==> src/rtl/sum_3_pkg.sv <==
`default_nettype none
// ============================================================================
//  Package     : sum_3_pkg
//  Description : Shared widths, typedefs and state encoding for the 3-sample
//                moving-sum stage and its inverse (sum_3_inv).
//                  SAMPLE_W : width of a signed sample x[n]
//                  SUM_W    : width of the signed running sum s[n]; two extra
//                             bits cover the sum of three full-scale samples
//  Revision    : 1.0 - initial release
// ============================================================================
package sum_3_pkg;

    localparam int SAMPLE_W = 8;
    localparam int SUM_W    = SAMPLE_W + 2;

    typedef logic signed [SAMPLE_W-1:0] sample_t;
    typedef logic signed [SUM_W-1:0]    sum_t;

    // The inverse filter is either reconstructing (RUN) or halted on an
    // out-of-range reconstruction until cleared (FAULT).
    typedef enum logic [0:0] {
        RUN   = 1'b0,
        FAULT = 1'b1
    } inv_state_t;

endpackage : sum_3_pkg
`default_nettype wire

==> src/rtl/sample_hist.sv <==
`default_nettype none
// ============================================================================
//  Module      : sample_hist
//  Description : Three-deep shift register of reconstructed samples. Holds
//                x[n-1], x[n-2], x[n-3] and exposes the oldest tap, which is
//                the x[n-3] term of the inverse recurrence.
//  Ports       : clk      - rising-edge clock
//                rst      - asynchronous active-low reset (zeroes all taps)
//                clr      - synchronous clear (zeroes all taps, wins over shift)
//                shift_en - push din into the newest tap, age the others
//                din      - sample to push
//                oldest   - oldest tap (sample pushed three shifts ago)
//  Revision    : 1.0 - initial release
// ============================================================================
module sample_hist #(
    parameter int SAMPLE_W = sum_3_pkg::SAMPLE_W
) (
    input  logic                clk,
    input  logic                rst,
    input  logic                clr,
    input  logic                shift_en,
    input  logic [SAMPLE_W-1:0] din,
    output logic [SAMPLE_W-1:0] oldest
);

    localparam int DEPTH = 3;

    // r_tap[0] is the newest sample, r_tap[DEPTH-1] the oldest.
    logic [SAMPLE_W-1:0] r_tap [DEPTH];

    always_ff @(posedge clk or negedge rst) begin
        if (!rst) begin
            r_tap[0] <= '0;
        end else if (clr) begin
            r_tap[0] <= '0;
        end else if (shift_en) begin
            r_tap[0] <= din;
        end
    end

    generate
        for (genvar gi = 1; gi < DEPTH; gi++) begin : g_tap
            always_ff @(posedge clk or negedge rst) begin
                if (!rst) begin
                    r_tap[gi] <= '0;
                end else if (clr) begin
                    r_tap[gi] <= '0;
                end else if (shift_en) begin
                    r_tap[gi] <= r_tap[gi-1];
                end
            end
        end
    endgenerate

    assign oldest = r_tap[DEPTH-1];

endmodule : sample_hist
`default_nettype wire

==> src/rtl/sum_3_inv.sv <==
`default_nettype none
// ============================================================================
//  Module      : sum_3_inv
//  Description : Inverse of the 3-sample moving-sum filter. Rebuilds the
//                signed sample stream from the registered running sum using
//                    x[n] = s[n] - s[n-1] + x[n-3]
//                with all history starting at zero. One sample per clock,
//                one cycle of latency, no backpressure.
//
//  Build option: SUM_3_INV_CHECK_EN
//                  defined   - reconstructions outside the signed sample range
//                              set the sticky err flag and halt the block in
//                              FAULT until clr.
//                  undefined - no range check; the sample wraps to SAMPLE_W
//                              bits, err is tied low and the block always runs.
//
//  Ports       : clk       - rising-edge clock
//                rst       - asynchronous active-low reset
//                clr       - synchronous clear of history and err; a sample
//                            offered in the same cycle is dropped
//                sum       - signed running sum s[n] (SUM_W bits)
//                sum_valid - sum carries a new s[n] this cycle
//                num       - reconstructed signed sample x[n] (SAMPLE_W bits)
//                num_valid - one-cycle pulse per accepted sum
//                err       - sticky reconstruction overflow flag
//  Revision    : 1.0 - initial release
// ============================================================================
module sum_3_inv #(
    parameter int SAMPLE_W = sum_3_pkg::SAMPLE_W,
    parameter int SUM_W    = sum_3_pkg::SUM_W
) (
    input  logic                clk,
    input  logic                rst,
    input  logic                clr,
    input  logic [SUM_W-1:0]    sum,
    input  logic                sum_valid,
    output logic [SAMPLE_W-1:0] num,
    output logic                num_valid,
    output logic                err
);

    import sum_3_pkg::*;

    // Difference path width. s[n] - s[n-1] alone spans SUM_W+1 bits and the
    // x[n-3] term can push an extreme case one bit further, so a second guard
    // bit keeps the range check from ever seeing a wrapped value.
    localparam int D_W = SUM_W + 2;

    logic [SUM_W-1:0]    r_s_prev;
    logic [SAMPLE_W-1:0] w_x_old;
    logic signed [D_W-1:0] w_d;
    logic                w_running;
    logic                w_take;
    logic                w_shift;

    // ------------------------------------------------------------------------
    // Datapath: d = s[n] - s[n-1] + x[n-3], all operands sign-extended.
    // ------------------------------------------------------------------------
    assign w_d = $signed({{(D_W-SUM_W){sum[SUM_W-1]}}, sum})
               - $signed({{(D_W-SUM_W){r_s_prev[SUM_W-1]}}, r_s_prev})
               + $signed({{(D_W-SAMPLE_W){w_x_old[SAMPLE_W-1]}}, w_x_old});

    // A sample is considered only while running; clr always drops it.
    assign w_take = sum_valid && !clr && w_running;

`ifdef SUM_3_INV_CHECK_EN
    inv_state_t r_state;
    inv_state_t w_state_next;
    logic       w_in_range;
    logic       w_overflow;

    // d fits the signed sample iff every bit from the sample sign bit upward
    // is a copy of that sign bit.
    assign w_in_range = (w_d[D_W-1:SAMPLE_W-1] == '0) ||
                        (w_d[D_W-1:SAMPLE_W-1] == '1);

    assign w_shift    = w_take && w_in_range;
    assign w_overflow = w_take && !w_in_range;
    assign w_running  = (r_state == RUN);

    always_ff @(posedge clk or negedge rst) begin
        if (!rst) begin
            r_state <= RUN;
        end else begin
            r_state <= w_state_next;
        end
    end

    always_comb begin
        w_state_next = r_state;
        if (clr) begin
            w_state_next = RUN;
        end else if (w_overflow) begin
            w_state_next = FAULT;
        end
    end

    // err rises on the edge that would have delivered the bad sample and is
    // held until clr; in FAULT no further sample is taken, so it stays set.
    always_ff @(posedge clk or negedge rst) begin
        if (!rst) begin
            err <= 1'b0;
        end else if (clr) begin
            err <= 1'b0;
        end else if (w_overflow) begin
            err <= 1'b1;
        end
    end
`else
    // Without the range check every offered sample is accepted and wraps to
    // SAMPLE_W bits; the guard bits of d carry no information.
    logic w_unused_d;

    assign w_running  = 1'b1;
    assign w_shift    = w_take;
    assign err        = 1'b0;
    assign w_unused_d = ^w_d[D_W-1:SAMPLE_W];
`endif

    // ------------------------------------------------------------------------
    // Output and previous-sum registers
    // ------------------------------------------------------------------------
    always_ff @(posedge clk or negedge rst) begin
        if (!rst) begin
            num       <= '0;
            num_valid <= 1'b0;
            r_s_prev  <= '0;
        end else begin
            num_valid <= w_shift;
            if (clr) begin
                r_s_prev <= '0;
            end else if (w_shift) begin
                num      <= w_d[SAMPLE_W-1:0];
                r_s_prev <= sum;
            end
        end
    end

    // ------------------------------------------------------------------------
    // Sample history: x[n-1], x[n-2], x[n-3]
    // ------------------------------------------------------------------------
    sample_hist #(
        .SAMPLE_W (SAMPLE_W)
    ) u_hist (
        .clk      (clk),
        .rst      (rst),
        .clr      (clr),
        .shift_en (w_shift),
        .din      (w_d[SAMPLE_W-1:0]),
        .oldest   (w_x_old)
    );

endmodule : sum_3_inv
`default_nettype wire

==> config.mk <==
export PLATFORM = sky130hd
export DESIGN_NAME = sum_3_inv
export DESIGN_NICKNAME = d
export VERILOG_FILES = /design/src/rtl/sum_3_pkg.sv /design/src/rtl/sample_hist.sv /design/src/rtl/sum_3_inv.sv
export SDC_FILE = /design/constraint.sdc
export NUM_CORES = 1
export LEC_CHECK = 0
export ABC_AREA = 1
export BUFFER_PORTS_ARGS = -buffer_cell sky130_fd_sc_hd__buf_2
export CAP_MARGIN = 5
export CORE_UTILIZATION = 62
export DETAILED_ROUTE_END_ITERATION = 10
export GPL_TIMING_DRIVEN = 0
export HOLD_SLACK_MARGIN = 0.06
export PLACE_DENSITY = 0.84
export SLEW_MARGIN = 20
export SYNTH_ARGS = -nofsm -noshare
export SYNTH_HDL_FRONTEND = slang
export SYNTH_SLANG_ARGS = --single-unit
==> constraint.sdc <==
create_clock -name clk -period 2.9 [get_ports clk]
set_input_delay 0.58 -clock clk [delete_from_list [all_inputs] [get_ports clk]]
set_output_delay 0.58 -clock clk [all_outputs]
set_load 0.02 [all_outputs]
==> Word level (Yosys, flattened, before mapping) <==
Cells that the tools add are included.
{ "op_classes": {"shift": 0, "add_sub_neg": 2, "magnitude_cmp": 0, "muxes": 8, "reduce_logical": 4, "n_eq_ne": 0, "mul": 0, "bitwise_logic": 1, "div_mod_pow": 0} }
{ "op_table": {"columns": ["operator", "count"], "rows": [
  ["$mux W8", 8],
  ["$add A8 B8 Y8", 1],
  ["$sub A8 B8 Y8", 1],
  ["$reduce_and A2 Y1", 1],
  ["$reduce_bool A2 Y1", 1],
  ["$logic_and A1 B1 Y1", 1],
  ["$logic_not A1 Y1", 1],
  ["$not A1 Y1", 1]
]} }
{ "totals": {"romBits": 0, "inputBits": 14, "elab_cells": 21, "latch_bits": 0, "mem_bits_rw": 0, "output_inout_bits": 10, "n_memories": 0, "regBits": 41} }

==> Logic depth before layout (Yosys ltp) <==
{ "logic_depth": {"word_depth": 4, "ltp_mapped": 12, "depth_no_buf": 12} }

==> By module <==
A second synthesis with hierarchy kept.
{ "unflattened": {"cells_unflattened": 284, "area_unflattened_um2": 2309.7} }
{ "modules_own_cells": {"columns": ["mod", "area_per_inst_um2", "cells_each", "seq_area_each_um2", "instances"], "rows": [
  ["sum_3_inv", 1267.5, 171, 425.4, 1],
  ["sample_hist", 1042.2, 113, 600.6, 1]
]} }

==> Worst setup path before layout <==
No wires, ideal clock.
{ "synth_timing": {"kind": "input to register", "start": "input sum[2]", "end": "register num[7]", "setup_ns": 0.117, "path_stages": 11, "path_buffers": 0, "arrival_ns": 2.114, "t_required_ns": 2.783, "path_slack_ns": 0.669, "cell_sequence": "inv_1 > fa_1 > inv_1 > ha_1 > or2_1 > nand2_1 > nor2_1 > nor2_1 > nand2_1 > nand3_2 > nand2_1"} }
{ "synth_via": {"elab_chain_cells": 2} }
{ "synth_rtl": {"columns": ["element", "line_no", "source"], "rows": [
  ["start, declared", "sum_3_inv.sv:35", "input logic [SUM_W-1:0] sum,"],
  ["$sub A8 B8 Y8", "sum_3_inv.sv:60", "- $signed({{(D_W-SUM_W){r_s_prev[SUM_W-1]}}, r_s_prev})"],
  ["$add A8 B8 Y8", "sum_3_inv.sv:61", "+ $signed({{(D_W-SAMPLE_W){w_x_old[SAMPLE_W-1]}}, w_x_old});"],
  ["end signal, assigned", "sum_3_inv.sv:133", "num <= w_d[SAMPLE_W-1:0];"],
  ["end, declared", "sum_3_inv.sv:37", "output logic [SAMPLE_W-1:0] num,"]
]} }
No other way between the ends.
A chain may end at the register's enable or synchronous reset.

==> Final worst setup path <==
{ "layout_timing": {"start": "register r_s_prev[2]", "end": "register num[7]"} }
{ "layout_via": {"elab_chain_cells": 2} }
{ "layout_rtl": {"columns": ["element", "line_no", "source"], "rows": [
  ["start, declared", "sum_3_inv.sv:49", "logic [SUM_W-1:0] r_s_prev;"],
  ["start signal, assigned", "sum_3_inv.sv:134", "r_s_prev <= sum;"],
  ["$sub A8 B8 Y8", "sum_3_inv.sv:60", null],
  ["$add A8 B8 Y8", "sum_3_inv.sv:61", null]
]} }
No other way between the ends.

==> flow_metrics.py <==
metrics = {
    "status": {
        "status": "finished, final reports clean",
    },
    "pwr": {
        "power_mw": 1.28,
        "vdd_drop_max_uv": 432,
        "powerDensity_nw_per_um2": 555,
        "p_leak_nw": 1.27,
    },
    "setup_path": {
        "crit_path_top_delay_cell": "fa_1",
        "crit_path_end_kind": "register",
        "crit_path_max_fanout": 5,
        "crit_path_max_incr_delay_ps": 510,
        "crit_cells": 10,
        "reg2reg_depth": 10,
        "start_kind": "register",
        "crit_chain": "fa_1, inv_1, ha_1, or2_1, nand2_1, nor2_1, nor2_1, nand2_1, nand3_2, nand2_1",
        "path_buf_inv": 1,
        "cp.required_ps": 3140,
        "crit_top_cell": "nand2_1",
        "arrival_ps": 2390,
        "crit_family": "adder cells",
        "timing_worst_setup_path_type": "reg2reg",
    },
    "sta": {
        "maxSlewHeadroom_pct": 41.3,
        "drv_slew": 0,
        "finalCritPeriodShare_pct": 73.9,
        "timing.hold.ws_ps": 340,
        "worst_slack_ps": 756,
        "finalCriticalPeriod_ps": 2140,
        "finalSetupViolCount": 0,
        "rsz0062_at_grt": "false",
        "finalSetupTns_ps": 0,
        "final_hold_viol_count": 0,
        "timing.fmax_mhz": 466,
        "fin_worst_skew_ps": 7.75,
        "worst_pin_slew_ps": 880,
    },
    "clock_tree": {
        "clockRootBuffer": "clkbuf_4",
        "clk_pin_slew_ps": 110,
        "cts.sinks": 41,
        "htreeDepth": 2,
        "cts_resized": 0,
        "postCtsSetupRepairBufs": 0,
        "cts_tree": "built",
        "clk_path_buf_depth": 2,
        "clk_latency_ps": 350,
        "cts_buffers": 5,
        "ctsHoldBuffers": 0,
    },
    "global_route": {
        "grt_pass1_vias": 1527,
        "grt_start_max_net_pins": 42,
        "grt_usage_pct": 26.8,
        "grt_first_pass_wirelength_um": 6860,
        "grt_overflow": 0,
        "antenna_found_initial": 0,
    },
    "place": {
        "place.gp.congestion": 0.854,
        "portBuffers": 20,
        "place_ws_ps": 425,
        "hpwlAfterDp_um": 2910,
    },
    "route": {
        "wire_per_inst_um": 12.8,
        "route.detailed.drc": 0,
        "drt_iter0_drc": 51,
        "drt-vias-per-instance": 5.07,
        "first_pass_iters": 4,
        "drt_wl_total_um": 4010,
        "num_vias": 1593,
        "ant_nets": 0,
    },
    "yosys": {
        "async_reset_ff_share_pct": 100,
        "synth.distinct_cells": 24,
        "synth_edf_count": 0,
        "syn-num-nets": 271,
        "synth_area_leaders": "dfrtp_1 49%, inv_1 11%, nand2_1 10%, fa_1 6.7%, ha_1 4.8%",
        "ys_seq_area_share_pct": 48.7,
        "ys_warn_count": 0,
        "ys_ff_latch": 41,
        "synth_flop_cell": "dfrtp_1",
        "syn_inst": 242,
        "synthesis.area_um2": 2110,
        "synth_top_area_cell": "dfrtp_1",
        "ys_top_cells_by_count": "59 x inv_1, 58 x nand2_1, 41 x dfrtp_1",
        "syn_avg_cell_area_um2": 8.70,
        "synth.most_common_cell": "inv_1",
        "synth_top_area_share_pct": 48.7,
    },
    "floorplanning": {
        "die-area_um2": 3630,
        "die_x_um": 60.3,
        "die_h_um": 60.3,
        "core-area_um2": 3130,
        "start_util_pct": 67.3,
        "num_rows": 20,
        "io_pins": 24,
    },
    "job": {
        "max_cap_violations": 0,
    },
    "layout": {
        "drive_above_1_share_pct": 13.7,
        "synthToLayoutAreaGrowth_pct": 9.69,
        "antennaDiodeCount": 0,
        "finalNetCount": 298,
        "final_util_pct": 73.8,
    },
    "worst_hold_path": {
        "holdCritPathClass": "in2async",
    },
}
==> metrics by stage <==
step,instances,area [um^2]
6_report,314,2310
5_1_grt,314,2310
4_1_cts,314,2310
3_5_place_dp,306,2260
3_3_place_gp,306,2260
2_1_floorplan,242,2110
==> routing by layer <==
metal  wire, um  global-route usage (%)  vias up
li1           -                       -      795
met2       1900                    43.0       30
met5          0                       0        -
met1       1930                    35.5      761
met3        124                    5.84        7
met4         65                    9.97        0
==> placed cells by master, fill, tap and decap left out, drive strengths merged <==
cell    count
fa          7
nor2        8
nand2      59
nand3b      1
nand4       3
o22ai      16
or2         1
nand3       8
xnor2       1
dfrtp      41
buf        27
a21oi       4
a22o        1
ha          8
inv        60
o21ai      16
conb        1
clkbuf      8
==> sequential cells by signal, summed over array words and instances (netlist names) <==
name           flops
r_s_prev           8
num_valid          1
u_hist.oldest      8
num                8
u_hist.r_tap      16
==> power breakdown <==
| part | leakage (nW) | switching [mW] | internal [mW] |
|---|---|---|---|
| clock network | 0.0265 | 0.173 | 0.0968 |
| logic | 0.696 | 0.228 | 0.125 |
| registers | 0.545 | 0.0272 | 0.632 |
==> layout make-up <==
type / instances / area [um^2]
multi-input cells: 134 / 812
plain buffers: 7 / 42.5
fillers: 246 / 818
clock buffers: 8 / 48.8
well taps: 44 / 55.1
inverters: 60 / 225
repair buffers: 20 / 100
flip-flops and latches: 41 / 1030
==> worst paths after layout <==
kind	start	endpoint	slack, ps
hold reg to reg	num[2]	num[2]	480
max in group asynchronous	rst	u_hist.r_tap[19]	2010
min in group clk	num[2]	num[2]	480
setup / recovery	r_s_prev[2]	num[7]	760
setup reg to reg	r_s_prev[2]	num[7]	760
hold / removal	rst	num[2]	340
==> cell families after synthesis <==
kind of cell             count (synthesis)  synth area share, %
AND/OR/NAND/NOR                         80                 16.6
buffers and inverters                   67                 12.7
flip-flops                              41                 48.7
AO/OA/AOI/OAI                           37                 9.92
adder cells (fa/ha/maj)                 15                 11.4
XOR/XNOR                                 1                0.416
other                                    1                0.178
No activity file was read; power rests on OpenSTA's default activity.
